<file path="src/rtl/atm_txn_arbiter.sv">
// Round-robin arbiter serialising ATM terminal transactions onto a shared balance ledger.
// Optional ATM_AUDIT_EN adds saturating OK/error transaction counters.
module atm_txn_arbiter #(
    parameter int NUM_REQ   = 2,
    parameter int NUM_ACCTS = 3,
    parameter int IDX_W     = 2,
    parameter int AMT_W     = 6,
    parameter int BAL_W     = 12,
    parameter int INIT_BAL  = 100
) (
    input  logic                     clk,
    input  logic                     rst_n,
    input  logic [NUM_REQ-1:0]       req,
    input  logic [2*NUM_REQ-1:0]     req_op,
    input  logic [IDX_W*NUM_REQ-1:0] req_src,
    input  logic [IDX_W*NUM_REQ-1:0] req_dst,
    input  logic [AMT_W*NUM_REQ-1:0] req_amt,
    output logic [NUM_REQ-1:0]       grant,
    output logic [NUM_REQ-1:0]       ack,
    output logic [1:0]               rsp_status,
    output logic [BAL_W-1:0]         rsp_balance,
    output logic                     busy
`ifdef ATM_AUDIT_EN
    ,
    output logic [7:0]               audit_ok_cnt,
    output logic [7:0]               audit_err_cnt
`endif
);

    localparam int PTR_W = (NUM_REQ > 2) ? 2 : 1;

    localparam logic [1:0] OP_DEP  = 2'b00;
    localparam logic [1:0] OP_WDR  = 2'b01;
    localparam logic [1:0] OP_XFER = 2'b10;
    localparam logic [1:0] OP_INQ  = 2'b11;

    localparam logic [1:0] ST_OK   = 2'b00;
    localparam logic [1:0] ST_INS  = 2'b01;
    localparam logic [1:0] ST_BAD  = 2'b10;
    localparam logic [1:0] ST_OVF  = 2'b11;

    typedef enum logic [2:0] {S_IDLE, S_RD, S_CHK, S_WR, S_DONE} state_t;

    state_t             state;
    logic [PTR_W-1:0]   ptr_q;
    logic [BAL_W-1:0]   bal [NUM_ACCTS];

    logic               found_c;
    logic [PTR_W-1:0]   win_c;
    logic [PTR_W-1:0]   rr_idx;
    logic [1:0]         sel_op_c;
    logic [IDX_W-1:0]   sel_src_c, sel_dst_c;
    logic [AMT_W-1:0]   sel_amt_c;
    logic [BAL_W-1:0]   src_bal_c, dst_bal_c;

    logic [1:0]         op_p0;
    logic [IDX_W-1:0]   src_p0, dst_p0;
    logic [AMT_W-1:0]   amt_p0;
    logic [BAL_W-1:0]   src_bal_p1, dst_bal_p1;
    logic [1:0]         st_p2;
    logic [BAL_W-1:0]   rbal_p2, dst_new_p2;

    // Returns {status, response balance}; the response balance doubles as the new source balance on OK.
    function automatic logic [BAL_W+1:0] chk_txn(
        input logic [1:0]       op,
        input logic [IDX_W-1:0] s,
        input logic [IDX_W-1:0] d,
        input logic [AMT_W-1:0] a,
        input logic [BAL_W-1:0] sb,
        input logic [BAL_W-1:0] db
    );
        logic [BAL_W:0]   amt_x, sum_s, sum_d;
        logic             bad, insuf, ovf;
        logic [1:0]       st;
        logic [BAL_W-1:0] nb;
        amt_x = (BAL_W+1)'(a);
        sum_s = {1'b0, sb} + amt_x;
        sum_d = {1'b0, db} + amt_x;
        bad   = (int'(s) >= NUM_ACCTS) ||
                ((op == OP_XFER) && ((int'(d) >= NUM_ACCTS) || (d == s)));
        insuf = ((op == OP_WDR) || (op == OP_XFER)) && (amt_x > {1'b0, sb});
        ovf   = ((op == OP_DEP) && sum_s[BAL_W]) || ((op == OP_XFER) && sum_d[BAL_W]);
        if (bad) begin
            st = ST_BAD;
            nb = '0;
        end else if (insuf) begin
            st = ST_INS;
            nb = sb;
        end else if (ovf) begin
            st = ST_OVF;
            nb = sb;
        end else begin
            st = ST_OK;
            case (op)
                OP_DEP:          nb = sum_s[BAL_W-1:0];
                OP_WDR, OP_XFER: nb = sb - BAL_W'(a);
                default:         nb = sb;
            endcase
        end
        return {st, nb};
    endfunction

    always_comb begin
        found_c = 1'b0;
        win_c   = '0;
        rr_idx  = '0;
        for (int k = 0; k < NUM_REQ; k++) begin
            rr_idx = PTR_W'((int'(ptr_q) + k) % NUM_REQ);
            if (!found_c && req[rr_idx]) begin
                found_c = 1'b1;
                win_c   = rr_idx;
            end
        end
    end

    always_comb begin
        sel_op_c  = '0;
        sel_src_c = '0;
        sel_dst_c = '0;
        sel_amt_c = '0;
        for (int i = 0; i < NUM_REQ; i++) begin
            if (win_c == PTR_W'(i)) begin
                sel_op_c  = req_op[2*i +: 2];
                sel_src_c = req_src[IDX_W*i +: IDX_W];
                sel_dst_c = req_dst[IDX_W*i +: IDX_W];
                sel_amt_c = req_amt[AMT_W*i +: AMT_W];
            end
        end
    end

    always_comb begin
        src_bal_c = '0;
        dst_bal_c = '0;
        for (int i = 0; i < NUM_ACCTS; i++) begin
            if (src_p0 == IDX_W'(i)) src_bal_c = bal[i];
            if (dst_p0 == IDX_W'(i)) dst_bal_c = bal[i];
        end
    end

    // p0: payload latch at grant; p1: ledger read; p2: checked result
    always_ff @(posedge clk) begin
        if (state == S_IDLE && found_c) begin
            op_p0  <= sel_op_c;
            src_p0 <= sel_src_c;
            dst_p0 <= sel_dst_c;
            amt_p0 <= sel_amt_c;
        end
        if (state == S_RD) begin
            src_bal_p1 <= src_bal_c;
            dst_bal_p1 <= dst_bal_c;
        end
        if (state == S_CHK) begin
            {st_p2, rbal_p2} <= chk_txn(op_p0, src_p0, dst_p0, amt_p0, src_bal_p1, dst_bal_p1);
            dst_new_p2       <= dst_bal_p1 + BAL_W'(amt_p0);
        end
    end

    always_ff @(posedge clk or negedge rst_n) begin
        if (!rst_n) begin
            state       <= S_IDLE;
            grant       <= '0;
            ack         <= '0;
            rsp_status  <= '0;
            rsp_balance <= '0;
            busy        <= 1'b0;
            ptr_q       <= '0;
            for (int i = 0; i < NUM_ACCTS; i++) bal[i] <= BAL_W'(INIT_BAL);
        end else begin
            ack <= '0;
            case (state)
                S_IDLE: if (found_c) begin
                    grant <= NUM_REQ'(1) << win_c;
                    ptr_q <= PTR_W'((int'(win_c) + 1) % NUM_REQ);
                    busy  <= 1'b1;
                    state <= S_RD;
                end
                S_RD:  state <= S_CHK;
                S_CHK: state <= S_WR;
                S_WR: begin
                    // Both legs of a transfer land on the same edge so the ledger is never half-updated.
                    if (st_p2 == ST_OK && op_p0 != OP_INQ) begin
                        for (int i = 0; i < NUM_ACCTS; i++) begin
                            if (src_p0 == IDX_W'(i)) bal[i] <= rbal_p2;
                            if (op_p0 == OP_XFER && dst_p0 == IDX_W'(i)) bal[i] <= dst_new_p2;
                        end
                    end
                    ack         <= grant;
                    rsp_status  <= st_p2;
                    rsp_balance <= rbal_p2;
                    state       <= S_DONE;
                end
                S_DONE: begin
                    grant <= '0;
                    busy  <= 1'b0;
                    state <= S_IDLE;
                end
                default: state <= S_IDLE;
            endcase
        end
    end

`ifdef ATM_AUDIT_EN
    function automatic logic [7:0] sat_inc(input logic [7:0] v);
        return (v == 8'hFF) ? v : v + 8'd1;
    endfunction

    always_ff @(posedge clk or negedge rst_n) begin
        if (!rst_n) begin
            audit_ok_cnt  <= '0;
            audit_err_cnt <= '0;
        end else if (state == S_DONE) begin
            if (rsp_status == ST_OK) audit_ok_cnt  <= sat_inc(audit_ok_cnt);
            else                     audit_err_cnt <= sat_inc(audit_err_cnt);
        end
    end
`endif

endmodule

</file>
<file path="config.mk">
export PLATFORM = sky130hd
export DESIGN_NAME = atm_txn_arbiter
export DESIGN_NICKNAME = d
export VERILOG_FILES = /design/src/rtl/atm_txn_arbiter.sv
export SDC_FILE = /design/constraint.sdc
export NUM_CORES = 1
export LEC_CHECK = 0
export BUFFER_PORTS_ARGS = -buffer_cell sky130_fd_sc_hd__buf_2
export CORE_ASPECT_RATIO = 0.7
export CORE_MARGIN = 3
export CORE_UTILIZATION = 30
export DETAILED_ROUTE_END_ITERATION = 8
export PLACE_DENSITY = 0.51
export SLEW_MARGIN = 20
export SYNTH_ARGS = -nofsm -noshare
export SYNTH_HDL_FRONTEND = slang
export SYNTH_SLANG_ARGS = --single-unit
</file>
<file path="constraint.sdc">
create_clock -name clk -period 4.9 [get_ports clk]
set_input_delay 0.735 -clock clk [delete_from_list [all_inputs] [get_ports clk]]
set_output_delay 0.735 -clock clk [all_outputs]
set_load 0.03 [all_outputs]
</file>
# Yosys cells after proc, flatten, opt, wreduce, memory -nomap -nowiden
# Index checks and enable logic that the tools add are counted.
# classes
n_addsub,6
magnitude_cmp,5
n_eq_ne,13
shift,1
n_mux,36
reduce_logical,30
# op_table
cell,count
two-way mux 12 bit,14
adder 12 x 6 -> 13 bit,2
case mux 12 bit (2 select lines),1
two-way mux 2 bit,7
adder 12 x 6 -> 12 bit,1
> comparator 6 x 12 -> 1 bit,1
case mux 3 bit (4 select lines),1
subtractor 12 x 6 -> 12 bit,1
logical AND 1 bit,10
two-way mux 1 bit,9
AND reduction 3 bit,3
logical NOT 2 bit,4
nonzero test 2 bit,4
== test 2 x 1 -> 1 bit (second input constant),3
== test 2 bit (second input constant),3
== test 3 x 2 -> 1 bit (second input constant),2
two-way mux 6 bit,1
greater-or-equal comparator 2 bit (second input constant),2
logical OR 1 bit,4
< comparator 1 x 2 -> 1 bit (second input constant),2
inequality test 2 bit (second input constant),2
case mux 2 bit (2 select lines),1
AND reduction 2 bit,2
== test 3 x 1 -> 1 bit (second input constant),1
9 further kinds,10
# word_totals
regBits,121
inputBits,28
output_inout_bits,19

# Logic depth before layout (Yosys ltp)
# logic_depth
ltp_word,9
mapped_depth,10
mapped_depth_nobuf,9

# Least setup slack after synthesis
# No wires, ideal clock.
# synth_timing
path_type,register to register
startpoint,register state[1]
endpoint,register dst_bal_p1[0] (enable)
setup_ns,0.442
arrival_time_ns,2.276
required_ns,4.458
slack_ns,2.182
stages_incl_launch_ff,2
n_path_buf,0
synth_period_minus_slack_ns,2.718
cell_sequence,dfrtp_1 nor3b_1
# synth_between
elab_chain_cells,1
# synth_rtl
item,line_no,rtl
from (decl),44,state_t state;
from (signal assigned),160,state <= S_IDLE;
from (signal assigned),175,state <= S_RD;
from (signal assigned),177,S_RD: state <= S_CHK;
== test 3 x 1 -> 1 bit,148,if (state == S_RD) begin
to (signal assigned),150,dst_bal_p1 <= dst_bal_c;
to (decl),59,"logic [BAL_W-1:0] src_bal_p1, dst_bal_p1;"
# No other way between the ends.
# A chain may end at the register's enable or synchronous reset.

# Worst setup path after layout
# layout_timing
startpoint,register amt_p0[0]
endpoint,register rbal_p2[9] (data pin)
# layout_between
elab_chain_cells,5
# layout_rtl
item,line_no,rtl
from (decl),58,logic [AMT_W-1:0] amt_p0;
from (signal assigned),146,amt_p0 <= sel_amt_c;
"parallel branches: the longest is 4 deep, another holds subtractor 12 x 6 -> 12 bit",--,
two-way mux 12 bit (*),86,end else if (insuf) begin
to (signal assigned),153,"{st_p2, rbal_p2} <= chk_txn(op_p0, src_p0, dst_p0, amt_p0, src_bal_p1, dst_bal_p1);"
to (decl),61,"logic [BAL_W-1:0] rbal_p2, dst_new_p2;"
# Every way passes the cells marked *.

==> impl_metrics.py <==
metrics = {
    "run_status": {
        "status": "completed",
    },
    "clock_network": {
        "cts_resized": 0,
        "clkTransAtPathRegs_ns": 0.06,
        "cts_hold_buf": 0,
        "clkLatencyLatePin_ns": 0.41,
        "numClockSinks": 121,
        "root_buffer": "clkbuf_16",
        "clock_path_buffers": 2,
        "numCtsBuffers": 17,
        "cts_tree": "built",
        "cts_setup_buffers": 0,
        "htreeDepth": 4,
    },
    "cells_and_area": {
        "final_layout_size_suffix_gt1_share_pct": 17.2,
        "final_area_sq_um": 7690,
        "final_common_cell": "nand2_1",
        "final_cell_mix": "nand2_1 (118), o21ai_0 (75), mux2i_1 (63)",
        "antennaDiodeCount": 0,
        "multi_input_area_sq_um": 3030,
        "areaGrowthSynthToFinish_pct": 16.7,
        "fill_cells": 2109,
        "fin_nets": 731,
        "seq_area_sq_um": 3350,
    },
    "worst_setup_path": {
        "start_kind": "flip-flop",
        "ff2ff_setup_slack_ns": 1.55,
        "crit_path_end_kind": "flip-flop",
        "r2r_end": "rbal_p2[9]",
        "r2r.worst_path.cells": 8,
        "crit_arrival_ns": 3.58,
        "path_max_fanout": 21,
        "cp_data_required_time_ns": 5.14,
        "rr_startpoint": "amt_p0[0]",
        "worst-setup-path-type": "reg -> reg",
    },
    "timing": {
        "drv_slew": 0,
        "tightest_slew_ns": 1.06,
        "fin_skew_ns": 0.0136,
        "finalSetupViolations": 0,
        "slew-limit-headroom_pct": 29.1,
        "rsz0062_at_grt": "no",
        "period_minus_slack_ns": 3.35,
        "hold_viol_final": 0,
        "clock.fmax_mhz": 299,
        "fin_setup_tns_ns": 0,
        "period_share_pct": 68.3,
    },
    "synthesis": {
        "ys_ff_latch": 121,
        "syn_inst": 634,
        "synth-edff-count": 62,
        "syn_avg_cell_area_sq_um": 10.4,
        "async_flop_share_pct": 48.8,
        "yosysTopAreaCell": "edfxtp_1",
        "synthDistinctLibCells": 65,
        "ys.flop_type": "edfxtp_1",
        "seq_area_frac_synth_pct": 50.8,
        "synth_top_area_share_pct": 28.3,
        "yosysWarnings": 0,
        "ys_top_cells_by_area": "edfxtp_1 (28%), dfrtp_1 (19%), mux2i_1 (9.6%)",
        "synth_fp_nets": 686,
        "synthesis.area_sq_um": 6590,
    },
    "power": {
        "total_power_mw": 5.38,
        "cellPowerDensity_nw_per_um2": 700,
        "ir_drop_mv": 0.306,
        "p_leak_nw": 3.32,
    },
    "hold_path": {
        "hold_class": "reg -> reg",
        "holdPathStages": 2,
        "min_to": "rsp_balance[4]",
        "min_from": "rsp_balance[4]",
    },
    "job": {
        "maxCapViolations": 0,
    },
    "drt": {
        "drt_wl_total_um": 18200,
        "detail-route-antenna-nets": 0,
        "routedWlPerCell_um": 18.8,
        "vias": 5047,
        "viasPerCell": 5.21,
        "drt_pass1_iterations": 6,
        "drt_iter0_markers": 496,
        "drc": 0,
    },
    "placed_design": {
        "dp_hpwl_um": 12800,
        "place_congestion": 0.830,
        "io_buffers": 46,
        "dpl_cell_area_sq_um": 7120,
    },
    "global_route": {
        "overflow": 0,
        "grt_pass1_wl_um": 28500,
        "grt.total_usage_pct": 15.7,
        "grt_start_max_net_pins": 60,
        "antenna_found_initial": 0,
        "grt_pass1_vias": 4927,
    },
    "floorplanning": {
        "dieArea_sq_um": 23800,
        "die_x_um": 183,
        "start_util_pct": 31.2,
        "chipHeight_um": 130,
        "coreArea_sq_um": 21100,
        "ios": 47,
        "rows": 44,
    },
}
where the power goes:
group	switching, mW	internal, mW	total [mW]
clock	0.474	0.745	1.22
sequential	0.428	1.67	2.10
combinational	1.30	0.763	2.06
per-stage QoR:
step           worst slack (ns)  instances  hold slack, ns  util [%]
2_1_floorplan              2.18        634           0.439         -
3_3_place_gp               1.17        936           0.453      33.7
3_5_place_dp               1.58        936           0.458      33.7
4_1_cts                    1.53        968           0.475      36.4
5_1_grt                    1.32        968           0.493      36.4
6_report                   1.55        968           0.465      36.4
layer usage:
layer | share of wire, % | global-route usage, % | vias up
met3 | 6.6 | 3.34 | 22
met2 | 42 | 23.1 | 201
li1 | - | - | 2367
met1 | 50 | 23.8 | 2457
met5 | 0 | 0 | -
met4 | 1.4 | 3.54 | 0
layout make-up:
class	count	area share (%)
clock inverter	12	1.63
multi-input combinational	456	39.3
clock buffer	20	5.68
inverter	27	1.32
timing repair buffer	56	3.97
tap	276	4.49
sequential	121	43.6
kinds of logic after synthesis:
kind of cell             synth area share (%)
AO/OA/AOI/OAI                            13.9
adder cells (fa/ha/maj)                  4.90
XOR/XNOR                                 1.60
multiplexers                             11.6
AND/OR/NAND/NOR                          13.6
buffers and inverters                    3.59
flip-flops                               50.8
how the worst max path moves through the flow:
stage          slack [ns]  cells past startpoint       from       endpoint
2_1_floorplan        2.18                      1   state[1]  dst_bal_p1[0]
3_3_place_gp         1.17                      7  dst_p0[1]         bal[9]
3_5_place_dp         1.58                      8  amt_p0[0]     rbal_p2[9]
4_1_cts              1.53                      8  amt_p0[0]     rbal_p2[9]
5_1_grt              1.32                      8  amt_p0[0]     rbal_p2[9]
6_report             1.55                      8  amt_p0[0]     rbal_p2[9]
Yosys cell counts (5+ instances only):
cell and count:
nor2_1 28, dfstp_2 9, mux2_2 12, xor2_1 5
xnor2_1 7, clkbuf_1 21, a21o_1 8, mux2i_1 63
inv_1 25, edfxtp_1 62, a21oi_1 21, nor3_1 5
ha_1 21, o211ai_1 5, nand2_1 118, a211oi_1 5
o21ai_0 77, dfrtp_1 50
registers in the layout (all words and copies together) (netlist names), 2 cells and up:
name	flops
ack	2
rsp_status	2
rsp_balance	12
state	3
rbal_p2	12
dst_new_p2	12
bal	36
dst_bal_p1	12
dst_p0	2
src_p0	2
amt_p0	6
src_bal_p1	12
op_p0	2
grant	2
st_p2	2
worst max-delay path, cell delays in order, from the launching register on:
cell	delay [ns]
edfxtp_1	0.43
ha_1	0.26
fa_1	0.43
a211oi_1	0.26
nor2_1	0.12
o31ai_1	0.33
o2111ai_2	0.60
or2_2	0.52
o22ai_1	0.21
(Power assumes the default switching activity.)
